<file path="src/rtl/quad_cmd_pkg.sv">
// Shared opcode, response and dispatcher state definitions for the quad command path.
// Used by the UART wrapper, the command dispatcher and their testbenches.
package quad_cmd_pkg;

  typedef enum logic [7:0] {
    SET_PITCH  = 8'h02,
    SET_ROLL   = 8'h03,
    SET_YAW    = 8'h04,
    SET_THRST  = 8'h05,
    CALIBRATE  = 8'h06,
    E_LAND     = 8'h07,
    MOTORS_OFF = 8'h08
  } cmd_t;

  localparam logic [7:0] RESP_ACK = 8'hA5;
  localparam logic [7:0] RESP_NAK = 8'hEE;

  typedef enum logic [1:0] {
    IDLE   = 2'd0,
    SPINUP = 2'd1,
    CAL    = 2'd2
  } disp_state_t;

endpackage

</file>
<file path="src/rtl/cmd_dispatch_if.sv">
// Command handshake between the UART command wrapper (master) and the dispatcher (slave).
interface cmd_dispatch_if;
  logic        cmd_rdy;
  logic [7:0]  cmd;
  logic [15:0] data;
  logic        clr_cmd_rdy;
  logic        send_resp;
  logic [7:0]  resp;

  modport master (output cmd_rdy, cmd, data, input clr_cmd_rdy, send_resp, resp);
  modport slave  (input cmd_rdy, cmd, data, output clr_cmd_rdy, send_resp, resp);
endinterface

</file>
<file path="src/rtl/cal_tmr.sv">
// Spin-up delay counter: synchronous clear wins over enable; full when every bit is set.
module cal_tmr #(
  parameter int W = 9
) (
  input  logic clk,
  input  logic rst,
  input  logic clr_i,
  input  logic en_i,
  output logic full_o
);

  logic [W-1:0] cnt_q, cnt_d;

  // Counter register.
  always_ff @(posedge clk or posedge rst) begin
    if (rst) begin
      cnt_q <= '0;
    end else begin
      cnt_q <= cnt_d;
    end
  end

  // Next count.
  always_comb begin
    cnt_d = cnt_q;
    if (clr_i) begin
      cnt_d = '0;
    end else if (en_i) begin
      cnt_d = cnt_q + W'(1);
    end else begin
      cnt_d = cnt_q;
    end
  end

  assign full_o = &cnt_q;

endmodule

</file>
<file path="src/rtl/cmd_dispatch.sv">
// Host command dispatcher: updates attitude/thrust setpoints, ACK/NAKs each command and
// sequences calibration (motor spin-up delay, start strobe, wait for completion).
module cmd_dispatch
  import quad_cmd_pkg::*;
#(
  parameter int FAST_SIM = 1
) (
  input  logic                clk,
  input  logic                rst,
  cmd_dispatch_if.slave       bus,
  input  logic                cal_done_i,
  output logic signed [15:0]  d_ptch_o,
  output logic signed [15:0]  d_roll_o,
  output logic signed [15:0]  d_yaw_o,
  output logic [8:0]          thrst_o,
  output logic                strt_cal_o,
  output logic                inertial_cal_o,
  output logic                motors_off_o
);

  localparam int TMR_W = (FAST_SIM != 0) ? 9 : 26;

  disp_state_t        state_q, state_d;
  logic signed [15:0] ptch_q, ptch_d, roll_q, roll_d, yaw_q, yaw_d;
  logic [8:0]         thrst_q, thrst_d;
  logic               moff_q, moff_d;
  logic               tmr_clr, tmr_en, tmr_full;
  logic               clr, send, strt, inert;
  logic [7:0]         resp;

  cal_tmr #(.W(TMR_W)) u_tmr (
    .clk    (clk),
    .rst    (rst),
    .clr_i  (tmr_clr),
    .en_i   (tmr_en),
    .full_o (tmr_full)
  );

  // State and setpoint registers.
  always_ff @(posedge clk or posedge rst) begin
    if (rst) begin
      state_q <= IDLE;
      ptch_q  <= 16'sd0;
      roll_q  <= 16'sd0;
      yaw_q   <= 16'sd0;
      thrst_q <= 9'd0;
      moff_q  <= 1'b1;
    end else begin
      state_q <= state_d;
      ptch_q  <= ptch_d;
      roll_q  <= roll_d;
      yaw_q   <= yaw_d;
      thrst_q <= thrst_d;
      moff_q  <= moff_d;
    end
  end

  // Next state, setpoint updates and combinational pulses.
  always_comb begin
    state_d = state_q;
    ptch_d  = ptch_q;
    roll_d  = roll_q;
    yaw_d   = yaw_q;
    thrst_d = thrst_q;
    moff_d  = moff_q;
    clr     = 1'b0;
    send    = 1'b0;
    resp    = 8'h00;
    strt    = 1'b0;
    inert   = 1'b0;
    tmr_clr = 1'b0;
    tmr_en  = 1'b0;
    case (state_q)
      IDLE: begin
        if (bus.cmd_rdy) begin
          clr  = 1'b1;
          send = 1'b1;
          resp = RESP_ACK;
          case (bus.cmd)
            SET_PITCH:  ptch_d  = bus.data;
            SET_ROLL:   roll_d  = bus.data;
            SET_YAW:    yaw_d   = bus.data;
            SET_THRST:  thrst_d = bus.data[8:0];
            E_LAND: begin
              ptch_d  = 16'sd0;
              roll_d  = 16'sd0;
              yaw_d   = 16'sd0;
              thrst_d = 9'd0;
            end
            MOTORS_OFF: moff_d  = 1'b1;
            CALIBRATE: begin
              // The ACK for calibration is deferred until cal_done.
              send    = 1'b0;
              inert   = 1'b1;
              tmr_clr = 1'b1;
              moff_d  = 1'b0;
              state_d = SPINUP;
            end
            default:    resp    = RESP_NAK;
          endcase
        end else begin
          clr = 1'b0;
        end
      end
      SPINUP: begin
        inert = 1'b1;
        if (tmr_full) begin
          strt    = 1'b1;
          state_d = CAL;
        end else begin
          tmr_en  = 1'b1;
        end
      end
      CAL: begin
        inert = 1'b1;
        if (cal_done_i) begin
          send    = 1'b1;
          resp    = RESP_ACK;
          state_d = IDLE;
        end else begin
          state_d = CAL;
        end
      end
      default: state_d = IDLE;
    endcase
  end

  assign bus.clr_cmd_rdy = clr;
  assign bus.send_resp   = send;
  assign bus.resp        = resp;
  assign strt_cal_o      = strt;
  assign inertial_cal_o  = inert;
  assign d_ptch_o        = ptch_q;
  assign d_roll_o        = roll_q;
  assign d_yaw_o         = yaw_q;
  assign thrst_o         = thrst_q;
  assign motors_off_o    = moff_q;

endmodule

</file>
<file path="src/flat_wrapper.sv">
// flat-port wrapper written by rule: the top's interface ports become plain ports
module cmd_dispatch_flat import quad_cmd_pkg::*;
#(
  parameter int FAST_SIM = 1
)
  (clk, rst, cal_done_i, d_ptch_o, d_roll_o, d_yaw_o, thrst_o, strt_cal_o, inertial_cal_o, motors_off_o, bus_cmd_rdy, bus_cmd, bus_data, bus_clr_cmd_rdy, bus_send_resp, bus_resp);
  cmd_dispatch_if bus_i ();
  input  logic clk;
  input  logic rst;
  input  logic cal_done_i;
  output logic signed [15:0] d_ptch_o;
  output logic signed [15:0] d_roll_o;
  output logic signed [15:0] d_yaw_o;
  output logic [8:0] thrst_o;
  output logic strt_cal_o;
  output logic inertial_cal_o;
  output logic motors_off_o;
  input wire logic [$bits(bus_i.cmd_rdy)-1:0] bus_cmd_rdy;
  input wire logic [$bits(bus_i.cmd)-1:0] bus_cmd;
  input wire logic [$bits(bus_i.data)-1:0] bus_data;
  output wire logic [$bits(bus_i.clr_cmd_rdy)-1:0] bus_clr_cmd_rdy;
  output wire logic [$bits(bus_i.send_resp)-1:0] bus_send_resp;
  output wire logic [$bits(bus_i.resp)-1:0] bus_resp;
  assign bus_i.cmd_rdy = bus_cmd_rdy;
  assign bus_i.cmd = bus_cmd;
  assign bus_i.data = bus_data;
  assign bus_clr_cmd_rdy = bus_i.clr_cmd_rdy;
  assign bus_send_resp = bus_i.send_resp;
  assign bus_resp = bus_i.resp;
  cmd_dispatch #(.FAST_SIM(FAST_SIM)) u_core (.clk(clk), .rst(rst), .bus(bus_i), .cal_done_i(cal_done_i), .d_ptch_o(d_ptch_o), .d_roll_o(d_roll_o), .d_yaw_o(d_yaw_o), .thrst_o(thrst_o), .strt_cal_o(strt_cal_o), .inertial_cal_o(inertial_cal_o), .motors_off_o(motors_off_o));
endmodule
</file>
<file path="config.mk">
export PLATFORM = sky130hd
export DESIGN_NAME = cmd_dispatch_flat
export DESIGN_NICKNAME = d
export VERILOG_FILES = /design/src/rtl/quad_cmd_pkg.sv /design/src/rtl/cmd_dispatch_if.sv /design/src/rtl/cal_tmr.sv /design/src/rtl/cmd_dispatch.sv /design/src/flat_wrapper.sv
export SDC_FILE = /design/constraint.sdc
export NUM_CORES = 1
export LEC_CHECK = 0
export BUFFER_PORTS_ARGS = -buffer_cell sky130_fd_sc_hd__buf_2
export CORE_UTILIZATION = 25
export DETAILED_ROUTE_END_ITERATION = 10
export PLACE_DENSITY_LB_ADDON = 0.15
export SYNTH_ARGS = -nofsm -noshare
export SYNTH_HDL_FRONTEND = slang
export SYNTH_SLANG_ARGS = --single-unit
</file>
<file path="constraint.sdc">
create_clock -name clk -period 5 [get_ports clk]
set_input_delay 0.75 -clock clk [delete_from_list [all_inputs] [get_ports clk]]
set_output_delay 0.75 -clock clk [all_outputs]
set_load 0.01 [all_outputs]
</file>
==> qor.csv <==
metric,value,unit
critical path's largest stage delay,0.58,ns
port buffer count,96,
RR Startpoint,u_core.state_q[0],
ys flop type,dfrtp_1,
busiest grt layer,met2,
# Post-CTS Setup Buffers,0,
crit path capture type,primary output,
M2 GR Usage,18.34,%
required time worst endpoint,4.25,ns
Die Ht,114.6,µm
Ant. Diodes,0,
Final Cycle Share,59.17,%
fmax,338.0,MHz
nets,376,
Hold Path Class,flop to flop,
Max Clock Skew,0.005349,ns
worst reg2reg path depth,8,
share of layout cells above drive strength 1,51.87,%
clock buffer depth,2,
Syn Nets,278,
clk sinks,69,
fin area,0.004108,mm²
Final Core Density,33.78,%
RD Place Congestion,0.6887,
most frequent cell after synthesis,dfrtp_1,
pre-CTS setup slack,2.014,ns
vias in the first global route,2304,
mean area per synthesized cell,12.99,µm²
H-Tree Depth,3,
"Distinct cells, synth",38,
worst-path fanout max,11,
Power Dens Cells,404.6,mW/mm²
RSZ-0062 raised after global routing,false,
DRC,0,
final worst setup slack,2.042,ns
crit path time final,2.958,ns
met3 Resource Use GR,6.300,%
clock root buffer,clkbuf_16,
I/O pin cnt,98,
per-cell routed wire length,14.30,µm
largest net degree at the start of global routing,37,
Synth Cell Area,0.003171,mm²
status,"finished, final reports clean",
number of synthesized flops with an enable pin,0,
"Arr. time, crit path",2.21,ns
Die X,114.6,µm
initial antenna violation count,0,
Worst Hold End,u_core.thrst_o[0],
hold buffer count at CTS,0,
number of fill cells,1248,
Final Max Tran Viols,0,
asr flop ratio synth,100.0,%
grt ovf,0,
register area share after synthesis,54.50,%
Antenna Nets Post-Route,0,
Tightest Pin Transition,0.7405,ns
commonest cells in the netlist,"dfrtp_1 (68), mux2_2 (47), nor2b_1 (18)",
"top cells by area, synth","dfrtp_1 (54%), mux2_2 (17%), mux2_4 (4.7%)",
total negative slack,0,ns
total power,1.662,mW
DP Area,0.003800,mm²
cts bufs inserted,9,
via count,2172,
slowest CP cell,or4_4,
endpoints failing setup,0,
DR iter-0 viols,68,
Hold Crit Start,u_core.thrst_o[0],
die footprint,0.01314,mm²
Fin. Hold Viols,0,
Max-Cap Viols,0,
post-DP HPWL,5042,µm
"critical path, cell by cell",buf_2 -> or4_4 -> nor4_1 -> buf_4 -> nor2_1 -> nor2_1 -> buf_2,
Synth top area share,53.67,%
synthesis-to-finish area growth,29.56,%
kind of critical path,primary input to primary output,
detail-routed via count per cell,4.217,
Seq cells post-synth,69,
worst rel slew slack,50.56,%
Critical Path Start Type,primary input,
row cnt,40,
peak supply drop,0.0001830,V
YS warnings,0,
Synth area leader,dfrtp_1,
Initial Util,26.07,%
"Gates resized, CTS repair",0,
RR Endpoint,u_core.d_yaw_o[9],
P_leak,2.147,nW
M1 GR Usage,15.58,%
final WL,7363,µm
worst hold path depth,1,
Syn Inst Count,244,
first-pass GRT wire length,12160,µm
GRT Util Overall,12.47,%
First-pass DRT Iterations,4,
CTS tree,built,
reg2reg setup slack,2.75,ns
clk slew on worst S/H paths,0.05,ns
"Clk Latency, worst-skew pair",0.33,ns
core area,0.01216,mm²
==> critical path: cells and delay by family <==
kind / cells / cell delay (ns)
buf+inv: 3 / 0.44
simple gates: 4 / 1.01
==> report_power, final <==
group,internal (mW),switching (mW)
clock network,0.434,0.228
logic,0.147,0.157
registers,0.640,0.0557
total,1.22,0.441
==> worst max-delay path by stage <==
stage,slack (ns),end,start,cells past startpoint
2_1_floorplan,2.00,inertial_cal_o,bus_cmd[5],6
3_3_place_gp,1.99,inertial_cal_o,bus_cmd[5],7
3_5_place_dp,2.01,inertial_cal_o,bus_cmd[5],7
4_1_cts,2.01,inertial_cal_o,bus_cmd[5],7
5_1_grt,1.89,inertial_cal_o,bus_cmd[5],7
6_report,2.04,inertial_cal_o,bus_cmd[5],7
==> kinds of logic after synthesis <==
family	Yosys count	synth area share (%)
buffers and inverters	20	3.710
other	1	0.1183
DFF	69	54.50
adders and majority gates	6	2.368
AOI/OAI and AO/OA	15	2.841
and+or+nand+nor	69	13.10
muxes	57	21.43
xor gates and xnor gates	7	1.934
==> area by class of cell <==
cell class,count,area [µm²],area share (%)
sequential,69,1728,42.07
multi-input combinational,155,1325,32.26
timing repair buffer,100,510.5,12.43
clock buffer,11,232.7,5.666
tap,168,210.2,5.117
clock inverter,5,75.07,1.828
inverter,7,26.28,0.6397
==> per-stage QoR <==
step                      hold slack [ns]  std cells
after floorplan                    0.4818        244
after global placement             0.4843        499
after detailed placement           0.4880        499
after CTS                          0.5011        515
after global routing               0.5133        515
final                              0.4971        515
==> routing by layer <==
metal | wire [µm] | vias up
li1 | - | 1030
met1 | 3304 | 1068
met2 | 3289 | 65
met3 | 678 | 9
met4 | 91 | 0
met5 | 0 | -
==> state kept, by name (all words and copies together), names as in the netlist <==
name,cells
u_core.d_ptch_o,16
u_core.d_roll_o,16
u_core.d_yaw_o,16
u_core.motors_off_o,1
u_core.state_q,2
u_core.thrst_o,9
u_core.u_tmr.cnt_q,9
==> cells in the final DEF, fill, tap and decap left out, types with 6 or more instances in the layout <==
cell type / netlist / routed
ha_1: 6 / 6
buf_2: 4 / 96
clkbuf_16: 0 / 9
mux2_4: 10 / 10
dfrtp_1: 68 / 68
mux2_2: 47 / 47
nand2_1: 12 / 12
nor2b_1: 18 / 18
inv_1: 7 / 6
nor2_1: 12 / 12
No activity file was read; power rests on OpenSTA's default activity.
